$ cat config.mk
export PLATFORM = sky130hd
export DESIGN_NAME = fifo_window_reader_flat
export DESIGN_NICKNAME = d
export VERILOG_FILES = /design/src/rtl/sample_stream_pkg.sv /design/src/rtl/fifo_window_reader_if.sv /design/src/rtl/fifo_window_reader_buf.sv /design/src/rtl/fifo_window_reader.sv /design/src/flat_wrapper.sv
export SDC_FILE = /design/constraint.sdc
export NUM_CORES = 1
export LEC_CHECK = 0
export CAP_MARGIN = 20
export CORE_MARGIN = 2
export CORE_UTILIZATION = 25
export CTS_BUF_LIST = sky130_fd_sc_hd__clkbuf_2
export DETAILED_ROUTE_END_ITERATION = 6
export PLACE_DENSITY = 0.39
export RECOVER_POWER = 25
export SYNTH_ARGS = -nofsm -noshare
export SYNTH_HDL_FRONTEND = slang
export SYNTH_SLANG_ARGS = --single-unit
$ cat constraint.sdc
create_clock -name clk -period 2.45 [get_ports clk]
set_input_delay 0.49 -clock clk [delete_from_list [all_inputs] [get_ports clk]]
set_output_delay 0.49 -clock clk [all_outputs]
set_load 0.05 [all_outputs]
$ cat src/rtl/sample_stream_pkg.sv
`default_nettype none
// ============================================================================
// Module   : sample_stream_pkg
// Brief    : Shared sample-stream types and system-level sizing constants.
// Revision : 1.0 - initial release
// ============================================================================
package sample_stream_pkg;

   localparam int SAMPLE_WIDTH  = 16;
   localparam int EPOCH_SAMPLES = 30;

   typedef logic [SAMPLE_WIDTH-1:0] sample_t;

endpackage : sample_stream_pkg
`default_nettype wire

$ cat src/rtl/fifo_window_reader_if.sv
`default_nettype none
// ============================================================================
// Module   : fifo_window_reader_if
// Brief    : FIFO read port plus downstream valid/ready stream of the reader.
// Revision : 1.0 - initial release
// ============================================================================
interface fifo_window_reader_if
   import sample_stream_pkg::*;
#(
   parameter int DATA_WIDTH = SAMPLE_WIDTH
);

   logic                  enable;
   logic                  fifo_rd_req;
   logic                  fifo_rd_valid;
   logic [DATA_WIDTH-1:0] fifo_rd_data;
   logic                  m_valid;
   logic [DATA_WIDTH-1:0] m_data;
   logic                  m_last;
   logic                  m_ready;
   logic                  protocol_err;

   modport master (
      input  enable,
      input  fifo_rd_valid,
      input  fifo_rd_data,
      input  m_ready,
      output fifo_rd_req,
      output m_valid,
      output m_data,
      output m_last,
      output protocol_err
   );

   modport slave (
      output enable,
      output fifo_rd_valid,
      output fifo_rd_data,
      output m_ready,
      input  fifo_rd_req,
      input  m_valid,
      input  m_data,
      input  m_last,
      input  protocol_err
   );

endinterface : fifo_window_reader_if
`default_nettype wire

$ cat src/rtl/fifo_window_reader_buf.sv
`default_nettype none
// ============================================================================
// Module   : reader_buf
// Brief    : Small register-array ring buffer with write port, read head and
//            occupancy count for the FIFO window reader.
// Revision : 1.0 - initial release
// ============================================================================
module reader_buf
   import sample_stream_pkg::*;
#(
   parameter int DATA_WIDTH = SAMPLE_WIDTH,
   parameter int BUF_DEPTH  = 4
) (
   input  logic                          clk,
   input  logic                          reset,
   input  logic                          i_wr_en,
   input  logic [DATA_WIDTH-1:0]         i_wr_data,
   input  logic                          i_rd_en,
   output logic [$clog2(BUF_DEPTH):0]    o_count,
   output logic [DATA_WIDTH-1:0]         o_rd_data
);

   localparam int c_PTR_W = $clog2(BUF_DEPTH);
   localparam int c_CNT_W = c_PTR_W + 1;

   logic [DATA_WIDTH-1:0] r_mem [BUF_DEPTH];
   logic [c_PTR_W-1:0]    r_wr_ptr;
   logic [c_PTR_W-1:0]    r_rd_ptr;
   logic [c_CNT_W-1:0]    r_count;

   // Caller guarantees no write when full and no read when empty.
   always_ff @(posedge clk) begin
      if (reset) begin
         r_wr_ptr <= '0;
         r_rd_ptr <= '0;
         r_count  <= '0;
         for (int i = 0; i < BUF_DEPTH; i++) begin
            r_mem[i] <= '0;
         end
      end else begin
         if (i_wr_en) begin
            r_mem[r_wr_ptr] <= i_wr_data;
            r_wr_ptr        <= r_wr_ptr + c_PTR_W'(1);
         end
         if (i_rd_en) begin
            r_rd_ptr <= r_rd_ptr + c_PTR_W'(1);
         end
         case ({i_wr_en, i_rd_en})
            2'b10:   r_count <= r_count + c_CNT_W'(1);
            2'b01:   r_count <= r_count - c_CNT_W'(1);
            default: r_count <= r_count;
         endcase
      end
   end

   assign o_count   = r_count;
   assign o_rd_data = r_mem[r_rd_ptr];

endmodule : reader_buf
`default_nettype wire

$ cat src/rtl/fifo_window_reader.sv
`default_nettype none
// ============================================================================
// Module   : fifo_window_reader
// Brief    : Credit-managed read-side controller for the sample FIFO; streams
//            samples downstream and flags the last sample of every window.
// Revision : 1.0 - initial release
// ============================================================================
module fifo_window_reader
   import sample_stream_pkg::*;
#(
   parameter int DATA_WIDTH = SAMPLE_WIDTH,
   parameter int BUF_DEPTH  = 4,
   parameter int WINDOW_LEN = EPOCH_SAMPLES
) (
   input  logic                 clk,
   input  logic                 reset,
   fifo_window_reader_if.master bus
);

   localparam int c_PTR_W = $clog2(BUF_DEPTH);
   localparam int c_CNT_W = c_PTR_W + 1;
   localparam int c_IDX_W = (WINDOW_LEN > 1) ? $clog2(WINDOW_LEN) : 1;
   localparam logic [c_CNT_W-1:0] c_DEPTH    = c_CNT_W'(BUF_DEPTH);
   localparam logic [c_IDX_W-1:0] c_IDX_LAST = c_IDX_W'(WINDOW_LEN - 1);

   logic [c_CNT_W-1:0]    w_count;
   logic [DATA_WIDTH-1:0] w_rd_data;
   logic                  w_valid;
   logic                  w_req;
   logic                  w_wr;
   logic                  w_xfer;

   logic                  r_pending;
   logic                  r_after_reset;
   logic                  r_protocol_err;
   logic [c_IDX_W-1:0]    r_sample_idx;

   // An in-flight pop already owns a slot, so it is counted as a credit.
   assign w_valid = (w_count != '0);
   assign w_req   = bus.enable & ~reset
                  & ((w_count + c_CNT_W'(r_pending)) < c_DEPTH);
   assign w_wr    = bus.fifo_rd_valid & r_pending;
   assign w_xfer  = w_valid & bus.m_ready;

   reader_buf #(
      .DATA_WIDTH (DATA_WIDTH),
      .BUF_DEPTH  (BUF_DEPTH)
   ) u_buf (
      .clk       (clk),
      .reset     (reset),
      .i_wr_en   (w_wr),
      .i_wr_data (bus.fifo_rd_data),
      .i_rd_en   (w_xfer),
      .o_count   (w_count),
      .o_rd_data (w_rd_data)
   );

   // A response landing right after reset belongs to a pre-reset request.
   always_ff @(posedge clk) begin
      if (reset) begin
         r_pending      <= 1'b0;
         r_after_reset  <= 1'b1;
         r_protocol_err <= 1'b0;
         r_sample_idx   <= '0;
      end else begin
         r_pending     <= w_req;
         r_after_reset <= 1'b0;
         if (bus.fifo_rd_valid & ~r_pending & ~r_after_reset) begin
            r_protocol_err <= 1'b1;
         end
         if (w_xfer) begin
            if (r_sample_idx == c_IDX_LAST) begin
               r_sample_idx <= '0;
            end else begin
               r_sample_idx <= r_sample_idx + c_IDX_W'(1);
            end
         end
      end
   end

   assign bus.fifo_rd_req  = w_req;
   assign bus.m_valid      = w_valid;
   assign bus.m_data       = w_rd_data;
   assign bus.m_last       = w_valid & (r_sample_idx == c_IDX_LAST);
   assign bus.protocol_err = r_protocol_err;

endmodule : fifo_window_reader
`default_nettype wire

$ cat src/flat_wrapper.sv
// flat-port wrapper written by rule: the top's interface ports become plain ports
module fifo_window_reader_flat import sample_stream_pkg::*;
#(
   parameter int DATA_WIDTH = SAMPLE_WIDTH,
   parameter int BUF_DEPTH  = 4,
   parameter int WINDOW_LEN = EPOCH_SAMPLES
)
  (clk, reset, bus_enable, bus_fifo_rd_valid, bus_fifo_rd_data, bus_m_ready, bus_fifo_rd_req, bus_m_valid, bus_m_data, bus_m_last, bus_protocol_err);
  fifo_window_reader_if #(.DATA_WIDTH(DATA_WIDTH)) bus_i ();
  input  logic clk;
  input  logic reset;
  input wire logic [$bits(bus_i.enable)-1:0] bus_enable;
  input wire logic [$bits(bus_i.fifo_rd_valid)-1:0] bus_fifo_rd_valid;
  input wire logic [$bits(bus_i.fifo_rd_data)-1:0] bus_fifo_rd_data;
  input wire logic [$bits(bus_i.m_ready)-1:0] bus_m_ready;
  output wire logic [$bits(bus_i.fifo_rd_req)-1:0] bus_fifo_rd_req;
  output wire logic [$bits(bus_i.m_valid)-1:0] bus_m_valid;
  output wire logic [$bits(bus_i.m_data)-1:0] bus_m_data;
  output wire logic [$bits(bus_i.m_last)-1:0] bus_m_last;
  output wire logic [$bits(bus_i.protocol_err)-1:0] bus_protocol_err;
  assign bus_i.enable = bus_enable;
  assign bus_i.fifo_rd_valid = bus_fifo_rd_valid;
  assign bus_i.fifo_rd_data = bus_fifo_rd_data;
  assign bus_i.m_ready = bus_m_ready;
  assign bus_fifo_rd_req = bus_i.fifo_rd_req;
  assign bus_m_valid = bus_i.m_valid;
  assign bus_m_data = bus_i.m_data;
  assign bus_m_last = bus_i.m_last;
  assign bus_protocol_err = bus_i.protocol_err;
  fifo_window_reader #(.DATA_WIDTH(DATA_WIDTH), .BUF_DEPTH(BUF_DEPTH), .WINDOW_LEN(WINDOW_LEN)) u_core (.clk(clk), .reset(reset), .bus(bus_i));
endmodule
==> metrics.csv <==
metric;value;unit
grt_antenna_before_repair;0;
worst_pin_slew;0.885;ns
slew_headroom;41.0;%
cpPeakStageDelay;0.52;ns
final_util;32.3;%
ys_types;38;
fp.dieH;124;um
grt_overflow;0;
rows;43;
track_usage;11.4;%
start_util;25.7;%
rsz0062_at_grt;true;
grt_pass1_vias;2163;
skew;0.0283;ns
critPathKind;register to primary output;
area_delta_synth_final;25.7;%
hold_path.class;register to register;
fin_setup_tns;0;ns
avgSynthCellArea;14.9;um2
wl;7.98;mm
first_pass_iters;4;
maxCapViolCount;0;
die_area;15400;um2
layout-drive-gt1-share;26.6;%
ys_seq_area_share;62.9;%
end_kind;primary output;
final_antenna_net_count;0;
path_clk_slew;0.25;ns
final_common_cell;edfxtp_1;
yosysWarningCount;0;
ioPinCount;41;
syn_inst;242;
cts-hold-fix-buffers;0;
cts_tree;yes;
port_buffers;40;
die_x;124;um
cts_buffers;9;
worstPathRequired;1.96;ns
ir_drop;0.000366;V
cp_data_arrival_time;1.87;ns
post-dp-hpwl;4.88;mm
cts_sinks;81;
route.detailed.drc;0;
post-route-period-util;96.1;%
h-tree-depth;3;
outcome;finished, final reports clean;
synth.net_count;267;
fillers;1420;
setup_violations;0;
min_period;2.36;ns
maxSlewViolCount;0;
hold_slack;0.492;ns
grt_max_degree;17;
critPathSlowestCell;mux4_2;
vias;2044;
fmax;425;MHz
clk_latency;0.56;ns
gp_congestion;0.731;
post_cts_buffers;0;
path_cells;clkbuf_16 > mux4_2 > buf_6;
final_cell_mix;edfxtp_1, and2_1, clkdlybuf4s50_1;
multiInputGateArea;1200;um2
synth-seq-cells;81;
post-route-cell-area;4520;um2
ff_latch_area;2270;um2
critPathMaxFanout;8;
hold_viol_final;0;
antenna_cells;0;
cp-start-kind;register;
vias_per_cell;4.21;
power_leakage;1.64;nW
first_iter_violations;69;
clock_path_buffers;2;
placed_cell_area;4300;um2
syn_area;3600;um2
finalNetCount;325;
core_area;14000;um2
ctsRootBufferMaster;clkbuf_2;
power_density;847;nW/um2
grt_pass1_wl;12.2;mm
wl_per_cell;16.4;um
==> metal layers <==
metal  track usage, %  vias to the layer above  share of wire [%]
li1                 -                      996                  -
met1             13.2                     1009                 43
met2             20.0                       29                 53
met3             2.20                       10                2.9
met4             5.69                        0                1.8
met5                0                        -                  0
==> path summary, 6_finish.rpt <==
path / startpoint / end / slack [ns] / cells past startpoint
min: u_core.r_sample_idx[1] / u_core.r_sample_idx[1] / 0.49 / 2
max: register / bus_m_data[8] / 0.09 / 3
min reg2reg: u_core.r_sample_idx[1] / u_core.r_sample_idx[1] / 0.49 / 2
max reg2reg: u_core.u_buf.o_count[2] / u_core.u_buf.o_count[2] / 0.46 / 8
==> Yosys cell counts, drive strengths merged <==
master / n / area share (%)
xnor2: 2 / 0.49
xor2: 5 / 1.2
mux4: 16 / 10
nand2: 4 / 0.49
buf: 7 / 1.6
edfxtp: 64 / 53
o21ai: 7 / 0.97
nand2b: 1 / 0.17
nand3: 2 / 0.28
and4: 1 / 0.24
o31ai: 1 / 0.59
a32o: 1 / 0.28
nor2: 10 / 1.0
a31o: 1 / 0.24
nor3: 3 / 0.56
and2: 65 / 12
ha: 3 / 1.0
clkbuf: 4 / 0.45
nor4: 1 / 0.59
and3b: 1 / 0.24
nor4b: 1 / 0.24
inv: 7 / 0.73
a41oi: 1 / 0.24
dfxtp: 17 / 9.5
a21oi: 5 / 0.70
o311ai: 1 / 0.24
or3: 4 / 0.70
fa: 1 / 0.56
and3: 4 / 0.83
nor3b: 1 / 0.21
or2: 1 / 0.17
==> cells by family (layout without fill, tap and decap cells) <==
family | Yosys count | count (layout) | share of synthesized area [%]
buffers and inverters | 18 | 81 | 2.75
XOR/XNOR | 7 | 7 | 1.70
AND/OR/NAND/NOR | 99 | 99 | 17.8
AO/OA/AOI/OAI | 17 | 17 | 3.27
multiplexers | 16 | 16 | 10.0
adder cells (fa/ha/maj) | 4 | 4 | 1.60
flip-flops | 81 | 81 | 62.9
==> worst max-delay path, delay by kind of cell, from the launching register on <==
family	cells	cell delay [ns]
buffers and inverters	2	0.35
DFF	1	0.44
muxes	1	0.52
==> per-stage QoR <==
step	cells	power (mW)	setup slack, ns
floorplan	242	2.35	0.237
global placement	468	2.69	-0.00403
detailed placement	468	2.70	-0.0451
CTS	484	3.86	-0.0105
global route	485	4.02	-0.00607
finish	485	3.83	0.0944
==> cell type report <==
type                    count  share of cell area (%)
clock buffers               9                   0.996
clock inverters             7                    3.68
inverters                   7                   0.581
multi-input cells         143                    26.5
flip-flops and latches     81                    50.2
well taps                 180                    4.98
repair buffers             58                    13.1
==> timing repair <==
item / CTS / global route
gates resized for setup: 6 / 10
cloned: 0 / 1
setup endpoints to repair: 17 / 9
==> sequential cells by signal (all words and copies together) (netlist names), named ones only <==
signal	count
u_core.r_sample_idx	5
u_core.r_pending	1
u_core.u_buf.r_rd_ptr	2
u_core.r_after_reset	1
u_core.u_buf.o_count	3
u_core.bus.protocol_err	1
u_core.u_buf.r_wr_ptr	2
u_core.u_buf.r_mem	64
==> report_power, final <==
| part | internal, mW | switching (mW) | leakage (nW) |
|---|---|---|---|
| Clock | 0.644 | 0.500 | 0.112 |
| Sequential | 1.57 | 0.0685 | 0.802 |
| Combinational | 0.451 | 0.595 | 0.728 |
| Total | 2.67 | 1.16 | 1.64 |
(Power assumes the default switching activity.)
